===== src/rtl/keypad_encoder.sv =====
// Debounced 10-key keypad to BCD encoder with a one-cycle active-low load strobe per accepted key.
// Optional feature: define KEYPAD_ENCODER_DIGIT_LIMIT_EN to stop accepting keys after three digits until clr.
module keypad_encoder #(
  parameter int DEBOUNCE_CYCLES = 4
) (
  input  logic       clk,
  input  logic       clr,
  input  logic [9:0] keys,
  output logic [3:0] data,
  output logic       load,
  output logic       key_held,
  output logic       full
);

  localparam int CNT_W = $clog2(DEBOUNCE_CYCLES + 1);
  localparam logic [CNT_W-1:0] CNT_MAX = CNT_W'(DEBOUNCE_CYCLES);
  localparam logic [CNT_W-1:0] CNT_ONE = CNT_W'(1);

  typedef enum logic [2:0] {
    IDLE,
    DEBOUNCE,
    PRESS,
    WAIT_RELEASE,
    RELEASE_DEBOUNCE
  } state_t;

  state_t           state, state_nxt;
  logic [CNT_W-1:0] cnt, cnt_nxt;
  logic [3:0]       cand, cand_nxt;
  logic [9:0]       sync_p0, sync_p1;
  logic [3:0]       ks_code;
  logic             ks_idle;
  logic             ks_valid;

  function automatic logic [CNT_W-1:0] cnt_sat_inc(input logic [CNT_W-1:0] c);
    return (c >= CNT_MAX) ? CNT_MAX : c + CNT_ONE;
  endfunction

  // Stage p0/p1: two-flop synchronizer on the raw key lines
  always_ff @(posedge clk) begin
    if (clr) begin
      sync_p0 <= '0;
      sync_p1 <= '0;
    end else begin
      sync_p0 <= keys;
      sync_p1 <= sync_p0;
    end
  end

  // Pattern classification on the synchronized vector
  always_comb begin
    ks_code = 4'd0;
    for (int i = 0; i < 10; i++) begin
      if (sync_p1[i]) ks_code = 4'(i);
    end
  end

  assign ks_idle  = (sync_p1 == 10'd0);
  assign ks_valid = !ks_idle && ((sync_p1 & (sync_p1 - 10'd1)) == 10'd0);

  always_comb begin
    state_nxt = state;
    cnt_nxt   = cnt;
    cand_nxt  = cand;
    unique case (state)
      IDLE: begin
        if (ks_valid && !full) begin
          state_nxt = DEBOUNCE;
          cand_nxt  = ks_code;
          cnt_nxt   = CNT_ONE;
        end
      end
      DEBOUNCE: begin
        if (ks_valid && (ks_code == cand)) begin
          if (cnt >= CNT_MAX) state_nxt = PRESS;
          else                cnt_nxt   = cnt_sat_inc(cnt);
        end else if (ks_valid) begin
          cand_nxt = ks_code;
          cnt_nxt  = CNT_ONE;
        end else begin
          state_nxt = IDLE;
          cnt_nxt   = '0;
        end
      end
      PRESS: begin
        state_nxt = WAIT_RELEASE;
        cnt_nxt   = '0;
      end
      WAIT_RELEASE: begin
        if (ks_idle) begin
          state_nxt = RELEASE_DEBOUNCE;
          cnt_nxt   = CNT_ONE;
        end
      end
      RELEASE_DEBOUNCE: begin
        if (!ks_idle) begin
          state_nxt = WAIT_RELEASE;
          cnt_nxt   = '0;
        end else if (cnt >= CNT_MAX) begin
          state_nxt = IDLE;
          cnt_nxt   = '0;
        end else begin
          cnt_nxt = cnt_sat_inc(cnt);
        end
      end
      default: begin
        state_nxt = IDLE;
        cnt_nxt   = '0;
      end
    endcase
  end

  // Stage p2: FSM state and the output digit register
  always_ff @(posedge clk) begin
    if (clr) begin
      state <= IDLE;
      cnt   <= '0;
      cand  <= 4'd0;
      data  <= 4'd0;
    end else begin
      state <= state_nxt;
      cnt   <= cnt_nxt;
      cand  <= cand_nxt;
      if (state_nxt == PRESS) data <= cand;
    end
  end

  assign load     = (state != PRESS);
  assign key_held = (state == PRESS) || (state == WAIT_RELEASE);

`ifdef KEYPAD_ENCODER_DIGIT_LIMIT_EN
  logic [1:0] digit_cnt;

  // Counts on entry to PRESS so full rises together with the third strobe
  always_ff @(posedge clk) begin
    if (clr) begin
      digit_cnt <= 2'd0;
    end else if ((state_nxt == PRESS) && (digit_cnt != 2'd3)) begin
      digit_cnt <= digit_cnt + 2'd1;
    end
  end

  assign full = (digit_cnt == 2'd3);
`else
  assign full = 1'b0;
`endif

endmodule


===== config.mk =====
export PLATFORM = sky130hd
export DESIGN_NAME = keypad_encoder
export DESIGN_NICKNAME = d
export VERILOG_FILES = /design/src/rtl/keypad_encoder.sv
export SDC_FILE = /design/constraint.sdc
export NUM_CORES = 1
export LEC_CHECK = 0
export CAP_MARGIN = 40
export CORE_AREA = 10 10 64 66
export DETAILED_ROUTE_END_ITERATION = 10
export DIE_AREA = 0 0 74 76
export GPL_ROUTABILITY_DRIVEN = 0
export GPL_TIMING_DRIVEN = 0
export PLACE_DENSITY = 0.89
export SETUP_SLACK_MARGIN = 0.4
export SYNTH_ARGS = -nofsm -noshare
export SYNTH_HDL_FRONTEND = slang
export SYNTH_SLANG_ARGS = --single-unit

===== constraint.sdc =====
create_clock -name clk -period 4 [get_ports clk]
set_clock_uncertainty 0.05 [all_clocks]
set_input_delay 0.6 -clock clk [delete_from_list [all_inputs] [get_ports clk]]
set_output_delay 0.6 -clock clk [all_outputs]
set_load 0.005 [all_outputs]

# After elaboration in Yosys (flattened, before gate mapping)
# Index checks and enable logic that the tools add are counted.
[totals]
inputBits = 12
mem_bits_ro = 0
ram_bits = 0
output_inout_bits = 7
regBits = 34
elab_cells = 59
memories = 0
latch_bits = 0
[op_classes]
add_sub_neg = 2
n_mul = 0
magnitude_cmp = 1
shift = 0
n_mux = 28
n_reduce_logical = 10
bitwise_logic = 1
n_div = 0
n_eq_ne = 11
[op_table]
columns = ["operator", "count"]
rows = [
  ["4-bit two-way mux", 10],
  ["3-bit two-way mux", 13],
  ["10-bit zero test", 2],
  ["3-bit case mux with 5 select lines", 1],
  ["3-bit case mux with 4 select lines", 1],
  ["10-bit bitwise AND", 1],
  ["10-bit by 1-bit subtractor with 10-bit output (second input constant)", 1],
  ["3-bit by 2-bit == test with 1-bit output (second input constant)", 3],
  ["4-bit case mux with 2 select lines", 1],
  ["2-bit inequality test (second input constant)", 3],
  ["4-bit == test", 1],
  ["3-bit by 1-bit adder with 3-bit output (second input constant)", 1],
  ["3-bit by 1-bit == test with 1-bit output (second input constant)", 1],
  ["3-bit == test (second input constant)", 1],
  ["3-bit >= comparator (second input constant)", 1],
  ["3-bit zero test", 1],
  ["3-bit by 2-bit inequality test with 1-bit output (second input constant)", 1],
  ["3-bit inequality test (second input constant)", 1],
  ["3-bit AND reduction", 1],
  ["1-bit logical AND", 2],
  ["1-bit two-way mux", 2],
  ["2-bit AND reduction", 1],
  ["2-bit nonzero test", 1],
  ["1-bit zero test", 1],
  ["1-bit logical OR", 1],
]

# Longest topological paths before layout
[depth]
word_depth = 14
mapped_depth = 8

# Least setup slack after synthesis
# No wires, ideal clock.
[synth_path]
path_type = "flip-flop to flip-flop"
from = "register sync_p1[1]"
to = "register cnt[1]"
t_arrival_ns = 2.445
synth_period_minus_slack_ns = 2.562
slack_ns = 1.438
n_path_buf = 1
stages_incl_launch_ff = 9
setup_ns = 0.067
cell_sequence = "dfxtp_1 > or4_4 > a211oi_2 > o31ai_1 > a2111oi_0 > or4b_1 > buf_4 > a211o_1 > o21ai_2"
[synth_via]
elab_chain_len = 13
elab_cells_between_ends = 24
cone_classes = "1 x add/sub; 4 x eq/ne; 12 x mux; 1 x bitwise; 6 x reduce/logical"
[synth_lines]
columns = ["item", "line_no", "source"]
rows = [
  ["start, declared", "30", "logic [9:0] sync_p0, sync_p1;"],
  ["start signal, assigned", "46", "sync_p1 <= sync_p0;"],
  ["1-bit two-way mux", "54", "if (sync_p1[i]) ks_code = 4'(i);"],
  ["4-bit two-way mux (8 in series)", "54", ""],
  ["4-bit == test", "74", "if (ks_valid && (ks_code == cand)) begin"],
  ["1-bit logical AND", "74", ""],
  ["3-bit two-way mux / 3-bit inequality test (equally long branches)", "--", ""],
  ["3-bit case mux with 4 select lines / 3-bit AND reduction (equally long branches)", "--", ""],
  ["end signal, assigned", "122", "cnt <= cnt_nxt;"],
  ["end, declared", "28", "logic [CNT_W-1:0] cnt, cnt_nxt;"],
]
# Parallel ways exist; a longest one is shown, timed or not.
# A chain may end at the register's enable or synchronous reset.

# Worst setup path after layout
[layout_path]
from = "register sync_p1[1]"
to = "register cnt[0]"
# The elaborated chain is that of the path after synthesis.

==> impl_metrics.csv <==
group,metric,value,unit
floorplanning,start_util,55.6,%
clocking,htreeDepth,2,
sta,max_freq,361,MHz
global_routing,via_count_of_the_first_global_routing_pass,1271,
sta,layout_setup_ws,1.23,ns
critical_path,timing.critical_path.fanout_max,9,
logic_synthesis,cell_variety_after_synth,48,
floorplanning,die_h,76,µm
sta,tns,0,ns
worst_hold_path,hp-class,"reg2reg",
drt,drt_first_pass_iters,4,
placed_design,place_hpwl,2.39,mm
final_layout,layout_commonest_cell,"dfxtp_1",
sta,worst_slew_pin_slew,0.598,ns
global_routing,grt_antenna_before_repair,0,
drt,route.detailed.vias_per_inst,5.62,
sta,maxSlewViolCount,0,
job,max_cap_violation_count,0,
drt,via_count,1354,
logic_synthesis,synth-edff-count,0,
power,vdd.ir_drop.worst,289,µV
clocking,cts_made_buffers,5,
final_layout,insertedDiodeCount,0,
clocking,worstSkewPairLatency,0.33,ns
clocking,cts_setup_buffers,0,
critical_path,critPathSlowestCell,"or4_4",
sta,setup_violations,0,
sta,grt_setup_unrepaired,"false",
final_layout,multi_input_comb_area,876,µm²
global_routing,grt_first_pass_wirelength,5.44,mm
clocking,post_cts_repair_resize_count,0,
critical_path,critical_path.endpoint_type,"flop",
placed_design,detailedPlace.worstSlack,1.29,ns
final_layout,final_cell_mix,"34 x dfxtp_1, 23 x nor2b_1, 19 x nor2_1",
logic_synthesis,synth_async_sr_flop_share,0,%
clocking,tritoncts_clock_tree,"yes",
drt,drt-wirelength-per-cell,13.2,µm
status,outcome,"complete, no violations",
critical_path,start_kind,"flop",
logic_synthesis,synth.ff_latch_count,34,
sta,slew-limit-headroom,59.9,%
clocking,cts_hold_repair.buffers,0,
critical_path,timing.setup.critical_path_class,"reg2reg",
final_layout,n_fill_cell,228,
logic_synthesis,synthCells,184,
global_routing,grt-ovfl-total,0,
clocking,maximum_buffer_depth_of_the_clock_tree,2,
logic_synthesis,avg_cell_area_syn,8.85,µm²
final_layout,area.sequential,681,µm²
floorplanning,row_count,20,
logic_synthesis,seq_area_frac_synth,41.8,%
sta,fin_crit_sh,69.2,%
drt,remaining_drc_errors,0,
critical_path,arrival,3.00,ns
logic_synthesis,yosys_warnings,0,
logic_synthesis,dominantRegCellSynth,"dfxtp_1",
global_routing,grt_start_max_net_pins,12,
final_layout,finalNetCount,221,
power,static-leakage-power,0.721,nW
power,power_per_cell_area,370,nW/µm²
sta,fin_crit,2.77,ns
drt,final_antenna_net_count,0,
floorplanning,pin_count,19,
placed_design,port_buffers,16,
final_layout,syn_to_final_growth,16.3,%
final_layout,final_layout_size_suffix_gt1_share,8.65,%
logic_synthesis,post_synth_instance_area,1630,µm²
clocking,cell_at_the_root_of_the_clock_tree,"clkbuf_4",
global_routing,groute.usage.overall,11.7,%
critical_path,cp_data_required_time,4.23,ns
floorplanning,core_region_area,2930,µm²
clocking,sinks_on_clock_net,34,
critical_path,critical-path-max-stage-delay,0.55,ns
floorplanning,die_area,5620,µm²
critical_path,timing.critical_path.buf_inv,1,
critical_path,crit_chain,"or4_4 -> a211oi_2 -> o31ai_1 -> a2111oi_0 -> or4b_1 -> buf_4 -> a211oi_1 -> a31o_1",
logic_synthesis,synth_nets,198,
critical_path,critPathTopFamily,"compound AO/OA/AOI/OAI gates",
sta,timing_hold_violations_final,0,
drt,drt_iter0_drc,48,
floorplanning,die_width,74,µm
drt,postRouteWirelength,3.18,mm
clocking,cts.clk_slew.worst_paths,0.10,ns
==> logic make-up after synthesis <==
| logic type | count (synthesis) | synth area share [%] |
|---|---|---|
| buffers and inverters | 17 | 4.38 |
| AO/OA/AOI/OAI | 45 | 20.9 |
| flip-flops | 34 | 41.8 |
| multiplexers | 6 | 3.69 |
| XOR/XNOR | 3 | 1.61 |
| AND/OR/NAND/NOR | 76 | 25.8 |
| adder cells (fa/ha/maj) | 2 | 1.54 |
| other | 1 | 0.230 |
==> synth_stat cells (2+ instances only) <==
library cell,instances,area share [%]
dfxtp_1,34,42
nor2b_1,23,8.8
nor2_1,19,4.4
nand2_1,9,2.1
inv_1,8,1.8
clkbuf_1,7,1.6
a211oi_1,6,2.8
a21oi_1,6,1.8
mux2i_1,6,3.7
o21ai_0,5,1.5
nand3_1,4,1.2
o31ai_1,4,1.8
a31oi_1,3,1.2
and3_1,3,1.2
nand2b_1,3,1.2
nor3_1,3,0.92
a211o_1,2,1.1
a211oi_2,2,1.5
buf_4,2,0.92
ha_1,2,1.5
nor4_1,2,0.77
o21a_1,2,0.92
o31a_1,2,1.1
or2_2,2,0.77
xor2_1,2,1.1
==> per-stage QoR <==
step	instances	util [%]	cell area, µm²	hold slack [ns]	total power, mW
floorplan	184	-	1630	0.364	0.472
global placement	233	62.5	1830	0.365	0.501
detailed placement	233	62.5	1830	0.370	0.505
CTS	241	64.7	1890	0.394	0.701
global route	241	64.7	1890	0.415	0.735
finish	241	64.7	1890	0.394	0.700
==> per-layer routing <==
| layer | routed length [µm] | track usage [%] | vias to the layer above |
|---|---|---|---|
| met4 | 72 | 5.78 | 0 |
| met1 | 1480 | 14.9 | 599 |
| met2 | 1400 | 16.6 | 45 |
| li1 | - | - | 702 |
| met3 | 235 | 4.43 | 8 |
| met5 | 0 | 0 | - |
==> cell type report <==
cell class	count	share of cell area, %
well taps	33	2.18
flip-flops and latches	34	36.0
clock buffers	6	2.71
repair buffers	16	8.46
multi-input cells	133	46.3
inverters	8	1.59
clock inverters	2	0.661
plain buffers	9	2.18
==> path summary, 6_finish.rpt <==
check                           startpoint    endpoint  slack, ns  cells after the start
worst max-delay path            sync_p1[1]      cnt[0]       1.23                      8
worst min-delay path            sync_p0[1]  sync_p1[1]       0.39                      1
worst max register to register  sync_p1[1]      cnt[0]       1.23                      8
worst min register to register  sync_p0[1]  sync_p1[1]       0.39                      1
==> state kept, by name (all words and copies together), names as in the netlist <==
| name | count |
|---|---|
| sync_p1 | 10 |
| state | 3 |
| cnt | 3 |
| cand | 4 |
| sync_p0 | 10 |
| data | 4 |
==> where the power goes <==
group	internal (mW)	switching [mW]	leakage, nW
registers	0.356	0.0158	0.279
logic	0.0568	0.0702	0.408
clock network	0.0844	0.116	0.0343
total	0.497	0.202	0.721
Power figures use the tool's default switching activity.
==> RTL change, RTL diff (same settings) <==
The option `KEYPAD_ENCODER_DIGIT_LIMIT_EN` is turned on by a define.
--- a/src/rtl/keypad_encoder.sv
+++ b/src/rtl/keypad_encoder.sv
@@ -2,2 +2,4 @@
 // Optional feature: define KEYPAD_ENCODER_DIGIT_LIMIT_EN to stop accepting keys after three digits until clr.
+`define KEYPAD_ENCODER_DIGIT_LIMIT_EN
+
 module keypad_encoder #(
Check against the original RTL: same outputs for any inputs over 10 cycles, from zero or initial values; that may be too few to reach the edited logic, so the function may still have changed.
==> RTL change against the unedited design <==
- via count up 3.5%
- sequential cell count up 2
- power up 7.1%
- final area up 3.5%
- non-clock buffer count down 1
- routed wire length up 6.7%
- sequential share of layout area up 0.83 points
- worst setup slack better by 0.00094 ns
- final cell count down 1.2%
- synthesized area up 2.8%
==> RTL change: results (changes against the unedited design) <==
critical_path:
  reg2reg_from: "sync_p1[2]$_SDFF_PP0_"
  worstPathMaxFanout: 10  # +1
  worstPathArrival_ns: 2.99  # about the same
  crit_type: "reg -> reg"
drt:
  route.met3.wl_um: 190  # -19%
  wl_met2_mm: 1.68  # +20%
  drt_wl_total_mm: 3.40  # +6.7%
  first_iter_violations: 86  # +79%
  routed.top_layer: "met4"
  firstDrtPassIters: 4  # unchanged
  wl_met1_mm: 1.41  # -4.5%
  viasPerCell: 5.89  # +4.9%
global_routing:
  grt_use_total_pct: 12.1  # +0.41 points
  grt_start_max_net_pins: 11  # -1
  grt_pass1_vias: 1342  # +5.6%
  grt_pass1_wl_mm: 5.60  # +2.9%
  antenna_found_initial: 0  # unchanged
hold_path:
  worstHoldPathType: "reg -> reg"
  min_from: "sync_p0[2]$_SDFF_PP0_"
cells_and_area:
  fin_nets: 220  # -0.45%
  drive_gt1_share_pct: 9.76  # +1.1 points
  nFillCells: 237  # +3.9%
  antenna_cells: 0  # unchanged
  reg_top3: "sync_p0: 10 flops, sync_p1: 10 flops"
synthesis:
  synth_common_cells: "36 x dfxtp_1, 23 x nor2b_1, 18 x nor2_1"
  ys_types: 47  # -2.1%
  synthArstFlopShare_pct: 0  # unchanged
  yosysTopAreaCellShare_pct: 43.1  # +1.3 points
  synth_fp_nets: 195  # -1.5%
  synth_flop_cell: "dfxtp_1"
  synth_warnings: 0  # unchanged
  synth_area_leaders: "dfxtp_1 43%, nor2b_1 8.6%, mux2i_1 4.8%"
  yosysSeqAreaShare_pct: 43.1  # +1.3 points
clock_tree:
  cts_made_buffers: 5  # unchanged
  ctsResizeCount: 0  # unchanged
  postCtsSetupBuffers: 0  # unchanged
  clk_pin_slew_worst_paths_ns: 0.11
  cts_max_path_buffers: 2  # unchanged
  clk_latency_ns: 0.34
  cts_root_buf: "clkbuf_4"
  ctsHtreeMaxLevel: 2  # unchanged
sta:
  worst_pin_slew_ns: 0.555  # -0.0433 ns
status:
  status: "complete, no violations"
placement:
  io_buffers: 18  # +2
  place_hpwl_mm: 2.55  # +6.8%
  dpl_cell_area_um2: 1890  # +3.6%
pwr:
  worst_ir_drop_vdd_mv: 0.265  # -8.5%
  p_leak_nw: 0.778  # +7.8%
RTL change: changes by cell type after synthesis, moves of 3 or more:
cell / before / now
clkbuf_1: 7 / 4
nand2_1: 9 / 12
o31ai_1: 4 / 1
nor3b_1: 0 / 3
a31oi_1: 3 / 0
RTL change: stage by stage:
stage	util (%)	setup WS (ns)	hold slack (ns)	std cells
2_1_floorplan	-	1.56	0.364	180
3_3_place_gp	64.7	1.33	0.369	231
3_5_place_dp	64.7	1.26	0.372	231
4_1_cts	66.9	1.24	0.395	238
5_1_grt	66.9	1.07	0.408	238
6_report	66.9	1.23	0.392	238
RTL change: routing by layer:
layer	up-vias	global-route usage, %
met3	15	4.43
met5	-	0
met1	659	12.2
met4	0	6.16
met2	45	20.8
li1	683	-
RTL change: path summary, 6_finish.rpt:
check / end / slack [ns] / depth (start not counted)
setup / recovery: cnt[2]$_SDFFE_PP0P_ / 1.23 / 7
hold / removal: sync_p1[2]$_SDFF_PP0_ / 0.39 / 1
setup reg to reg: cnt[2]$_SDFFE_PP0P_ / 1.23 / 7
hold reg to reg: sync_p1[2]$_SDFF_PP0_ / 0.39 / 1
RTL change: critical path, cell delays in order, from the launching register on:
cell and delay, ns:
dfxtp_1 0.37, nand2b_1 0.16, a221oi_1 0.34, mux2_2 0.41
nor4_4 0.56, nand4_4 0.26, o21ai_0 0.29, mux2i_1 0.26
RTL change: layout make-up:
| cell class | count | area [um^2] | area share [%] |
|---|---|---|---|
| buffer | 6 | 25.0 | 1.28 |
| clock buffer | 7 | 65.1 | 3.32 |
| inverter | 6 | 22.5 | 1.15 |
| multi-input combinational | 132 | 905 | 46.2 |
| sequential | 36 | 721 | 36.8 |
| tap | 33 | 41.3 | 2.11 |
| timing repair buffer | 18 | 180 | 9.20 |
RTL change: logic make-up after synthesis:
logic type | count (synthesis) | synth area share [%]
and+or+nand+nor | 83 | 30.1
adders and majority gates | 4 | 2.92
AOI/OAI and AO/OA | 36 | 15.6
muxes | 9 | 5.46
buffers and inverters | 12 | 2.84
DFF | 36 | 43.1
RTL change: power breakdown:
group	internal [W]	switching, W	total (W)
clock	0.0000996	0.000115	0.000215
combinational	0.0000631	0.0000757	0.000139
sequential	0.000377	0.0000180	0.000395
